<file path="src/rtl/buyruk_sirala_if.sv">
// Executor-side handshake between the issue stage and the buyruk execution unit.
//   basla  : 1-cycle issue strobe (issue stage -> executor)
//   buyruk : 9-bit instruction, held stable until the next issue
//   sonuc  : 4-bit result (executor -> issue stage)
//   bitti  : result present (executor -> issue stage)
// The master modport is the issue stage and the slave modport is the executor.
interface buyruk_sirala_if;
  logic       basla;
  logic [8:0] buyruk;
  logic [3:0] sonuc;
  logic       bitti;

  modport master (output basla, output buyruk, input sonuc, input bitti);
  modport slave  (input basla, input buyruk, output sonuc, output bitti);
endinterface

</file>
<file path="src/rtl/buyruk_sirala.sv">
// buyruk_sirala: issue stage for the 9-bit buyruk execution unit.
// Instructions are buffered in a FIFO and issued one at a time with a one-cycle
// basla pulse. Each 4-bit result is captured when the executor reports bitti, and
// the stage keeps a running count of completed instructions.
// Ports:
//   clk, rst      clock and asynchronous active-high reset
//   yaz           push yaz_buyruk into the FIFO this cycle
//   yaz_buyruk    9-bit instruction to push
//   calistir      level; 1 allows issuing from the FIFO
//   dolu, bos     FIFO full / empty
//   tasma         sticky, set when a push is attempted while full
//   yurutucu      executor handshake (basla, buyruk, sonuc, bitti)
//   sonuc_cikis   last captured result
//   sonuc_gecerli 1-cycle strobe, sonuc_cikis was updated
//   sayac         completed instruction count, wraps at 255
//   hata          sticky, set on a timeout while waiting for bitti
//   mesgul        FSM is not IDLE
module buyruk_sirala #(
  parameter int DERINLIK    = 8,
  parameter int ZAMAN_ASIMI = 15
) (
  input  logic                   clk,
  input  logic                   rst,
  input  logic                   yaz,
  input  logic [8:0]             yaz_buyruk,
  input  logic                   calistir,
  output logic                   dolu,
  output logic                   bos,
  output logic                   tasma,
  buyruk_sirala_if.master        yurutucu,
  output logic [3:0]             sonuc_cikis,
  output logic                   sonuc_gecerli,
  output logic [7:0]             sayac,
  output logic                   hata,
  output logic                   mesgul
);

  localparam int AW = $clog2(DERINLIK);
  localparam int CW = AW + 1;
  localparam int ZW = $clog2(ZAMAN_ASIMI + 1);

  typedef enum logic [1:0] {IDLE, ISSUE, WAIT} durum_t;

  durum_t         durum;
  logic [8:0]     bellek [DERINLIK];
  logic [AW-1:0]  yaz_ptr;
  logic [AW-1:0]  oku_ptr;
  logic [CW-1:0]  count;
  logic [ZW-1:0]  zaman;
  logic           push;
  logic           pop;
  logic           issue_ok;

  assign dolu     = (count == CW'(DERINLIK));
  assign bos      = (count == '0);
  assign mesgul   = (durum != IDLE);
  assign push     = yaz && !dolu;
  assign issue_ok = calistir && !bos;
  // A pop happens exactly on the edges where the FSM moves into ISSUE.
  assign pop      = issue_ok && ((durum == IDLE) || (durum == WAIT && yurutucu.bitti));

  // FIFO storage; contents need no reset because the pointers define validity.
  always_ff @(posedge clk) begin
    if (push) begin
      bellek[yaz_ptr] <= yaz_buyruk;
    end
  end

  // Pointers and occupancy. A push while full is rejected even if a pop happens
  // on the same edge, since dolu is derived from the pre-edge count.
  always_ff @(posedge clk or posedge rst) begin
    if (rst) begin
      yaz_ptr <= '0;
      oku_ptr <= '0;
      count   <= '0;
      tasma   <= 1'b0;
    end else begin
      if (push) yaz_ptr <= yaz_ptr + AW'(1);
      if (pop)  oku_ptr <= oku_ptr + AW'(1);
      case ({push, pop})
        2'b10:   count <= count + CW'(1);
        2'b01:   count <= count - CW'(1);
        default: count <= count;
      endcase
      if (yaz && dolu) tasma <= 1'b1;
    end
  end

  // Issue FSM with registered executor strobe, result capture and timeout.
  always_ff @(posedge clk or posedge rst) begin
    if (rst) begin
      durum           <= IDLE;
      yurutucu.basla  <= 1'b0;
      yurutucu.buyruk <= '0;
      sonuc_cikis     <= '0;
      sonuc_gecerli   <= 1'b0;
      sayac           <= '0;
      hata            <= 1'b0;
      zaman           <= '0;
    end else begin
      sonuc_gecerli <= 1'b0;
      case (durum)
        IDLE: begin
          if (issue_ok) begin
            durum           <= ISSUE;
            yurutucu.basla  <= 1'b1;
            yurutucu.buyruk <= bellek[oku_ptr];
          end
        end
        ISSUE: begin
          durum          <= WAIT;
          yurutucu.basla <= 1'b0;
          zaman          <= '0;
        end
        WAIT: begin
          if (yurutucu.bitti) begin
            sonuc_cikis   <= yurutucu.sonuc;
            sonuc_gecerli <= 1'b1;
            sayac         <= sayac + 8'd1;
            if (issue_ok) begin
              durum           <= ISSUE;
              yurutucu.basla  <= 1'b1;
              yurutucu.buyruk <= bellek[oku_ptr];
            end else begin
              durum <= IDLE;
            end
          end else if (zaman == ZW'(ZAMAN_ASIMI - 1)) begin
            // This is the ZAMAN_ASIMI-th WAIT cycle without bitti.
            hata  <= 1'b1;
            durum <= IDLE;
          end else begin
            zaman <= zaman + ZW'(1);
          end
        end
        default: durum <= IDLE;
      endcase
    end
  end

endmodule

</file>
<file path="src/flat_wrapper.sv">
// flat-port wrapper written by rule: the top's interface ports become plain ports
module buyruk_sirala_flat 
#(
  parameter int DERINLIK    = 8,
  parameter int ZAMAN_ASIMI = 15
)
  (clk, rst, yaz, yaz_buyruk, calistir, dolu, bos, tasma, sonuc_cikis, sonuc_gecerli, sayac, hata, mesgul, yurutucu_basla, yurutucu_buyruk, yurutucu_sonuc, yurutucu_bitti);
  buyruk_sirala_if yurutucu_i ();
  input  logic clk;
  input  logic rst;
  input  logic yaz;
  input  logic [8:0] yaz_buyruk;
  input  logic calistir;
  output logic dolu;
  output logic bos;
  output logic tasma;
  output logic [3:0] sonuc_cikis;
  output logic sonuc_gecerli;
  output logic [7:0] sayac;
  output logic hata;
  output logic mesgul;
  output wire logic [$bits(yurutucu_i.basla)-1:0] yurutucu_basla;
  output wire logic [$bits(yurutucu_i.buyruk)-1:0] yurutucu_buyruk;
  input wire logic [$bits(yurutucu_i.sonuc)-1:0] yurutucu_sonuc;
  input wire logic [$bits(yurutucu_i.bitti)-1:0] yurutucu_bitti;
  assign yurutucu_basla = yurutucu_i.basla;
  assign yurutucu_buyruk = yurutucu_i.buyruk;
  assign yurutucu_i.sonuc = yurutucu_sonuc;
  assign yurutucu_i.bitti = yurutucu_bitti;
  buyruk_sirala #(.DERINLIK(DERINLIK), .ZAMAN_ASIMI(ZAMAN_ASIMI)) u_core (.clk(clk), .rst(rst), .yaz(yaz), .yaz_buyruk(yaz_buyruk), .calistir(calistir), .dolu(dolu), .bos(bos), .tasma(tasma), .yurutucu(yurutucu_i), .sonuc_cikis(sonuc_cikis), .sonuc_gecerli(sonuc_gecerli), .sayac(sayac), .hata(hata), .mesgul(mesgul));
endmodule
</file>
<file path="config.mk">
export PLATFORM = sky130hd
export DESIGN_NAME = buyruk_sirala_flat
export DESIGN_NICKNAME = d
export VERILOG_FILES = /design/src/rtl/buyruk_sirala_if.sv /design/src/rtl/buyruk_sirala.sv /design/src/flat_wrapper.sv
export SDC_FILE = /design/constraint.sdc
export NUM_CORES = 1
export LEC_CHECK = 0
export ABC_AREA = 1
export CAP_MARGIN = 0
export CORE_MARGIN = 1.5
export CORE_UTILIZATION = 51
export DETAILED_ROUTE_END_ITERATION = 10
export GPL_TIMING_DRIVEN = 0
export PLACE_DENSITY = 0.71
export SLEW_MARGIN = 20
export SYNTH_ARGS = -nofsm -noshare
export SYNTH_HDL_FRONTEND = slang
export SYNTH_SLANG_ARGS = --single-unit
</file>
<file path="constraint.sdc">
create_clock -name clk -period 2 [get_ports clk]
set_input_delay 0.2 -clock clk [delete_from_list [all_inputs] [get_ports clk]]
set_output_delay 0.2 -clock clk [all_outputs]
set_load 0.02 [all_outputs]
</file>
# ---- Word-level counts from Yosys, hierarchy flattened
# Memories as Yosys holds them, arrays and structs flattened.
# Index checks and enable logic that the tools add are counted.
# Widths: inputs -> output; s select.
dict set report totals {
  elab_cells 71
  mem_bits_rw 72
  input_bits 18
  output_inout_bits 28
  reg_bits 41
  mem_count 1
}
dict set report classes {
  bitwise 1
  addsub 6
  n_reduce_logical 21
  n_mux 19
  n_eq_ne 11
}
# name words word_bits read_ports rd_clocked_by_memory_dff write_ports line
set memory_table {}
lappend memory_table {u_core.bellek 8 9 1 0 1 buyruk_sirala.sv:45} ;# logic [8:0] bellek [DERINLIK];
# operator n
set ops {}
lappend ops {{$mux 9} 2}
lappend ops {{$pmux 9 s2} 1}
lappend ops {{$pmux 4 s2} 2}
lappend ops {{$add 4x1->4 const B} 2}
lappend ops {{$add 8x1->8 const B} 1}
lappend ops {{$eq 4x4->1 const B} 2}
lappend ops {{$mux 4} 2}
lappend ops {{$reduce_and 2->1} 4}
lappend ops {{$reduce_bool 2->1} 4}
lappend ops {{$mux 1} 7}
lappend ops {{$add 3x1->3 const B} 2}
lappend ops {{$mux 2} 3}
lappend ops {{$ne 2x2->1 const B} 3}
lappend ops {{$pmux 2 s3} 1}
lappend ops {{$reduce_and 3->1} 2}
lappend ops {{$logic_and 1x1->1} 5}
lappend ops {{$eq 2x1->1 const B} 2}
lappend ops {{$eq 2x2->1 const B} 2}
lappend ops {{$logic_not 4->1} 1}
lappend ops {{$sub 4x1->4 const B} 1}
lappend ops {{$ne 3x3->1 const B} 1}
lappend ops {{$pmux 1 s3} 1}
lappend ops {{$reduce_bool 3->1} 1}
lappend ops {{$logic_not 1->1} 2}
lappend ops {{other kinds (4)} 4}

# ---- Depth between registers and ports, before layout
dict set report logic_depth {
  depth_word 6
  mapped_depth 15
  depth_no_buf 14
}

# ---- Worst setup path after synthesis
# OpenSTA, ideal clock, no wires.
dict set report synth_path {
  path_kind {reg-to-reg}
  startpoint {reg u_core.durum[1]}
  endpoint {reg u_core.count[2]}
  arrival_time_ns 1.909
  setup_time_ns 0.129
  setup_slack_ns -0.039
  required_time_ns 1.871
  n_path_buf 1
  period_less_slack_ns 2.039
  stages_incl_launch_ff 15
  path_cell_list {dfrtp_1 > inv_1 > nand2_1 > nand2_2 > nand3_4 > inv_2 > buf_6 > ha_1 > nand2_1 > inv_1 > nor2_1 > ha_1 > a21oi_1 > xor2_1 > o21ai_0}
}
dict set report synth_via {
  elab_chain_cells 6
  elab_cells_between_ends 9
  classes_between {eq/ne: 3; mux: 1; reduce/logical: 5}
}
# item line
set synth_rtl {}
lappend synth_rtl {{start: declaration} buyruk_sirala.sv:44} ;# durum_t durum;
lappend synth_rtl {{start signal: assignment} buyruk_sirala.sv:92} ;# durum <= IDLE;
lappend synth_rtl {{start signal: assignment} buyruk_sirala.sv:105} ;# durum <= ISSUE;
lappend synth_rtl {{start signal: assignment} buyruk_sirala.sv:111} ;# durum <= WAIT;
lappend synth_rtl {{$eq 2x2->1} buyruk_sirala.sv:60} ;# assign pop = issue_ok && ((durum == IDLE) || (durum == WAIT && yurutucu.bitti));
lappend synth_rtl {{$logic_and 1x1->1} buyruk_sirala.sv:60}
lappend synth_rtl {{$logic_or 1x1->1 *} buyruk_sirala.sv:60}
lappend synth_rtl {{$logic_and 1x1->1 *} buyruk_sirala.sv:60}
lappend synth_rtl {{net u_core.pop} buyruk_sirala.sv:51} ;# logic pop;
lappend synth_rtl {{$eq 2x1->1 or $eq 2x2->1 (tied branches)} buyruk_sirala.sv:80} ;# case ({push, pop})
lappend synth_rtl {{$pmux 4 s2 or $reduce_bool 2->1 (tied branches)} --}
lappend synth_rtl {{end signal: assignment} buyruk_sirala.sv:81} ;# 2'b10: count <= count + CW'(1);
lappend synth_rtl {{end signal: assignment} buyruk_sirala.sv:82} ;# 2'b01: count <= count - CW'(1);
lappend synth_rtl {{end signal: assignment} buyruk_sirala.sv:83} ;# default: count <= count;
lappend synth_rtl {{end: declaration} buyruk_sirala.sv:48} ;# logic [CW-1:0] count;
# Mark *: on every way through the listed nets, which the timed path passes. The rest lies on a longest branch.
# A chain may end at the register's enable or synchronous reset.

# ---- Worst setup path in the final report
dict set report layout_path {
  startpoint {reg u_core.count[2]}
  endpoint {mem u_core.bellek[2][7], enable pin}
}
dict set report layout_via {
  elab_chain_cells 5
}
# item line
set layout_rtl {}
lappend layout_rtl {{$eq 4x4->1} buyruk_sirala.sv:54} ;# assign dolu = (count == CW'(DERINLIK));
lappend layout_rtl {{$logic_not 1->1} buyruk_sirala.sv:57} ;# assign push = yaz && !dolu;
lappend layout_rtl {{$logic_and 1x1->1} buyruk_sirala.sv:57}
lappend layout_rtl {{$mux 1} buyruk_sirala.sv:64} ;# if (push) begin
lappend layout_rtl {{$mux 1 (implied by the code)} buyruk_sirala.sv:65} ;# bellek[yaz_ptr] <= yaz_buyruk;
lappend layout_rtl {{end: declaration} buyruk_sirala.sv:45}
# No other way between the ends.

==> impl_metrics.csv <==
group,metric,value,unit
status,status,"finished clean",
clock_network,clockBufferDepth,2,
cells_and_area,drive_gt1_share,13.6,%
routing,drt_iter0_drc,179,
worst_setup_path,cp_slowest_cell,"nor2_2",
grt,grt.overflow.total,0,
synthesis,avgSynthCellArea,10.7,µm²
die,die_area,9890,µm²
cells_and_area,num-nets-final,537,
grt,grt_pass1_vias,3245,
synthesis,ys_seq_area_share,67.2,%
pwr,p_clk_share,30.4,%
worst_setup_path,crit_path_start_kind,"flip-flop",
routing,viasPerCell,5.23,
grt,grt_max_degree,35,
synthesis,yosys.cell_types.count,25,
flow_run,maxCapViolCount,0,
worst_hold_path,hp-class,"primary input to flip-flop",
synthesis,ys_ff_latch,113,
routing,wl_per_cell,15.8,µm
timing,max_slew_margin,63.8,%
clock_network,clockRootBuffer,"clkbuf_8",
die,core,9110,µm²
worst_setup_path,arrival,2.13,ns
worst_setup_path,path_delay_family,"simple AND/OR/NAND/NOR gates",
pwr,power_frac_comb,34.6,%
clock_network,htreeDepth,4,
place,gp_congestion,0.771,
routing,num_vias,3309,
timing,slew_violations,0,
grt,grt_antenna_before_repair,0,
worst_setup_path,path_buf_inv,1,
die,die_height,99.4,µm
cells_and_area,area_growth,27.0,%
cells_and_area,final_common_cell,"nand2_1",
timing,setup_violations,0,
worst_setup_path,worstPathCellList,"inv_1, nand3_1, nand2_1, or2_1, nor2_2",
worst_setup_path,max_stage_delay,0.46,ns
worst_setup_path,required,2.14,ns
routing,firstDrtPassIters,6,
synthesis,synth_cells,444,
pwr,power.leakage,2.56,nW
pwr,p_per_area,1630,nW/µm²
synthesis,yosys_warnings,0,
worst_setup_path,path_max_fanout,9,
clock_network,clk_latency,0.51,ns
routing,drc,0,
place,dpl_worst_slack,-0.488,ns
timing,fin_ws,0.0158,ns
clock_network,clock_sinks,113,
place,dp_hpwl,6620,µm
pwr,peakVddDrop,731,µV
pwr,power_switching,3.46,mW
clock_network,cts_tree,"yes",
worst_setup_path,critPathKind,"flip-flop to flip-flop",
synthesis,syn_nets,470,
pwr,p_int,6.33,mW
routing,wl,10000,µm
die,ios,46,
timing,finalHoldViolations,0,
grt,grt_use_total,21.9,%
cells_and_area,antennaDiodeCount,0,
die,rows,35,
routing,antenna_left,0,
place,io_buffer_count,45,
die,initial_core_util,52.1,%
pwr,p_seq_share,34.9,%
synthesis,syn_area,4740,µm²
timing,clock.fmax,0.504,GHz
cells_and_area,n_fill_cell,670,
clock_network,clk_pin_slew_worst_paths,0.06,ns
grt,grt_pass1_wl,16200,µm
timing,fin_hold_ws,0.246,ns
pwr,p_sw_share,35.3,%
timing,rsz0062_at_grt,"true",
timing,period_share,99.2,%
worst_setup_path,endpoint_kind,"flip-flop",
die,die_w,99.4,µm
timing,fin_worst_skew,0.00729,ns
timing,min_period,1.98,ns
timing,worst_pin_slew,0.542,ns
clock_network,cts_buffers,17,
cells_and_area,layout_common_cells,"nand2_1 (165), edfxtp_1 (72), nand3_1 (65)",
==> state kept, by name (all words and copies together), names as in the netlist <==
signal                  count
u_core.zaman                4
u_core.durum                2
u_core.hata                 1
u_core.yaz_ptr              3
u_core.sayac                8
u_core.tasma                1
u_core.bellek              72
u_core.sonuc_gecerli        1
u_core.oku_ptr              3
u_core.yurutucu.buyruk      9
u_core.yurutucu.basla       1
u_core.count                4
u_core.sonuc_cikis          4
==> per-stage QoR <==
step | power (mW) | setup TNS (ns) | area (µm²) | cells | utilization [%]
3_5_place_dp | 6.70 | -11.86 | 5350 | 601 | 58.8
2_1_floorplan | 5.53 | 0 | 4740 | 444 | -
6_report | 9.80 | 0 | 6020 | 633 | 66.1
5_1_grt | 10.4 | -5.09 | 6020 | 633 | 66.1
3_3_place_gp | 6.57 | -10.22 | 5330 | 600 | 58.6
4_1_cts | 9.77 | -0.0940 | 5990 | 633 | 65.7
==> tightest hold or removal path: cells and delay by family <==
kind / cells / cell delay (ns)
simple gates: 2 / 0.11
buf+inv: 1 / 0.40
==> power groups by stage <==
| stage | Sequential, mW | Combinational, mW | Clock [mW] |
|---|---|---|---|
| 3_3_place_gp | 3.41 | 3.17 | 0 |
| 2_1_floorplan | 3.61 | 1.92 | 0 |
| 3_5_place_dp | 3.43 | 3.27 | 0 |
| 4_1_cts | 3.40 | 3.34 | 3.03 |
| 6_report | 3.42 | 3.39 | 2.98 |
| 5_1_grt | 3.48 | 3.76 | 3.13 |
==> path summary, 6_finish.rpt <==
kind | start | end | slack [ns] | depth (start not counted)
max in group asynchronous | rst | u_core.durum[1]$_DFFE_PP0P_ | 1.08 | 4
hold reg to reg | u_core.tasma$_DFFE_PP0P_ | u_core.tasma$_DFFE_PP0P_ | 0.45 | 1
min in group asynchronous | rst | u_core.count[3]$_DFFE_PP0P_ | 0.47 | 3
hold / removal | yurutucu_sonuc[3] | u_core.sonuc_cikis[3]$_DFFE_PP0P_ | 0.25 | 3
setup / recovery | u_core.count[2]$_DFFE_PP0P_ | u_core.bellek[2][7]$_DFFE_PP_ | 0.02 | 5
setup reg to reg | u_core.count[2]$_DFFE_PP0P_ | u_core.bellek[2][7]$_DFFE_PP_ | 0.02 | 5
==> layer usage <==
layer / up-vias / GRT usage (%) / wire, µm
met5: - / 0 / 0
met4: 0 / 9.64 / 109
met3: 16 / 4.99 / 651
met2: 118 / 35.2 / 4880
met1: 1560 / 28.7 / 4370
li1: 1615 / - / -
==> kinds of logic (layout without fill, tap and decap cells) <==
kind of cell | Yosys count | count (layout) | synth area share, %
flops | 113 | 113 | 67.2
xor+xnor | 12 | 12 | 2.22
fa+ha+maj | 8 | 8 | 2.11
simple gates | 257 | 257 | 22.9
compound gates | 13 | 13 | 1.48
buf+inv | 41 | 119 | 4.06
==> timing repair <==
action	in CTS	in global routing
buffers inserted	1	1
hold buffers	1	0
pin swaps	0	1
resized for setup	13	14
hold endpoints to repair	7	0
setup endpoints to repair	68	75
==> area by class of cell <==
cell class / count / area (µm²) / share of cell area [%]
multi-input cells: 290 / 1420 / 23.6
clock buffers: 18 / 418 / 6.94
inverters: 28 / 115 / 1.91
well taps: 111 / 139 / 2.31
clock inverters: 12 / 168 / 2.78
plain buffers: 12 / 73.8 / 1.23
flip-flops and latches: 113 / 3190 / 53.0
repair buffers: 49 / 493 / 8.19
==> synthesized netlist by cell type <==
master    count  area share (%)
a21o_1        1            0.16
edfxtp_1     72              46
or2_1         1            0.13
ha_1          8             2.1
nor2_1       20             1.6
nand3_2       1            0.21
xnor2_1       4            0.74
dfrtp_1      41              22
inv_2         3            0.24
o31ai_1       1            0.16
xor2_1        8             1.5
buf_4         6            0.95
buf_2         5            0.53
o21ai_0       7            0.74
nand2_1     166              13
nand3_4       2            0.74
inv_4         1            0.13
clkinv_1      2            0.16
o21ai_1       1            0.11
clkbuf_1      1           0.079
nand2_2       1            0.13
a21oi_1       3            0.32
nand3_1      66             7.0
inv_1        22             1.7
buf_6         1            0.24
Power figures use the tool's default switching activity.
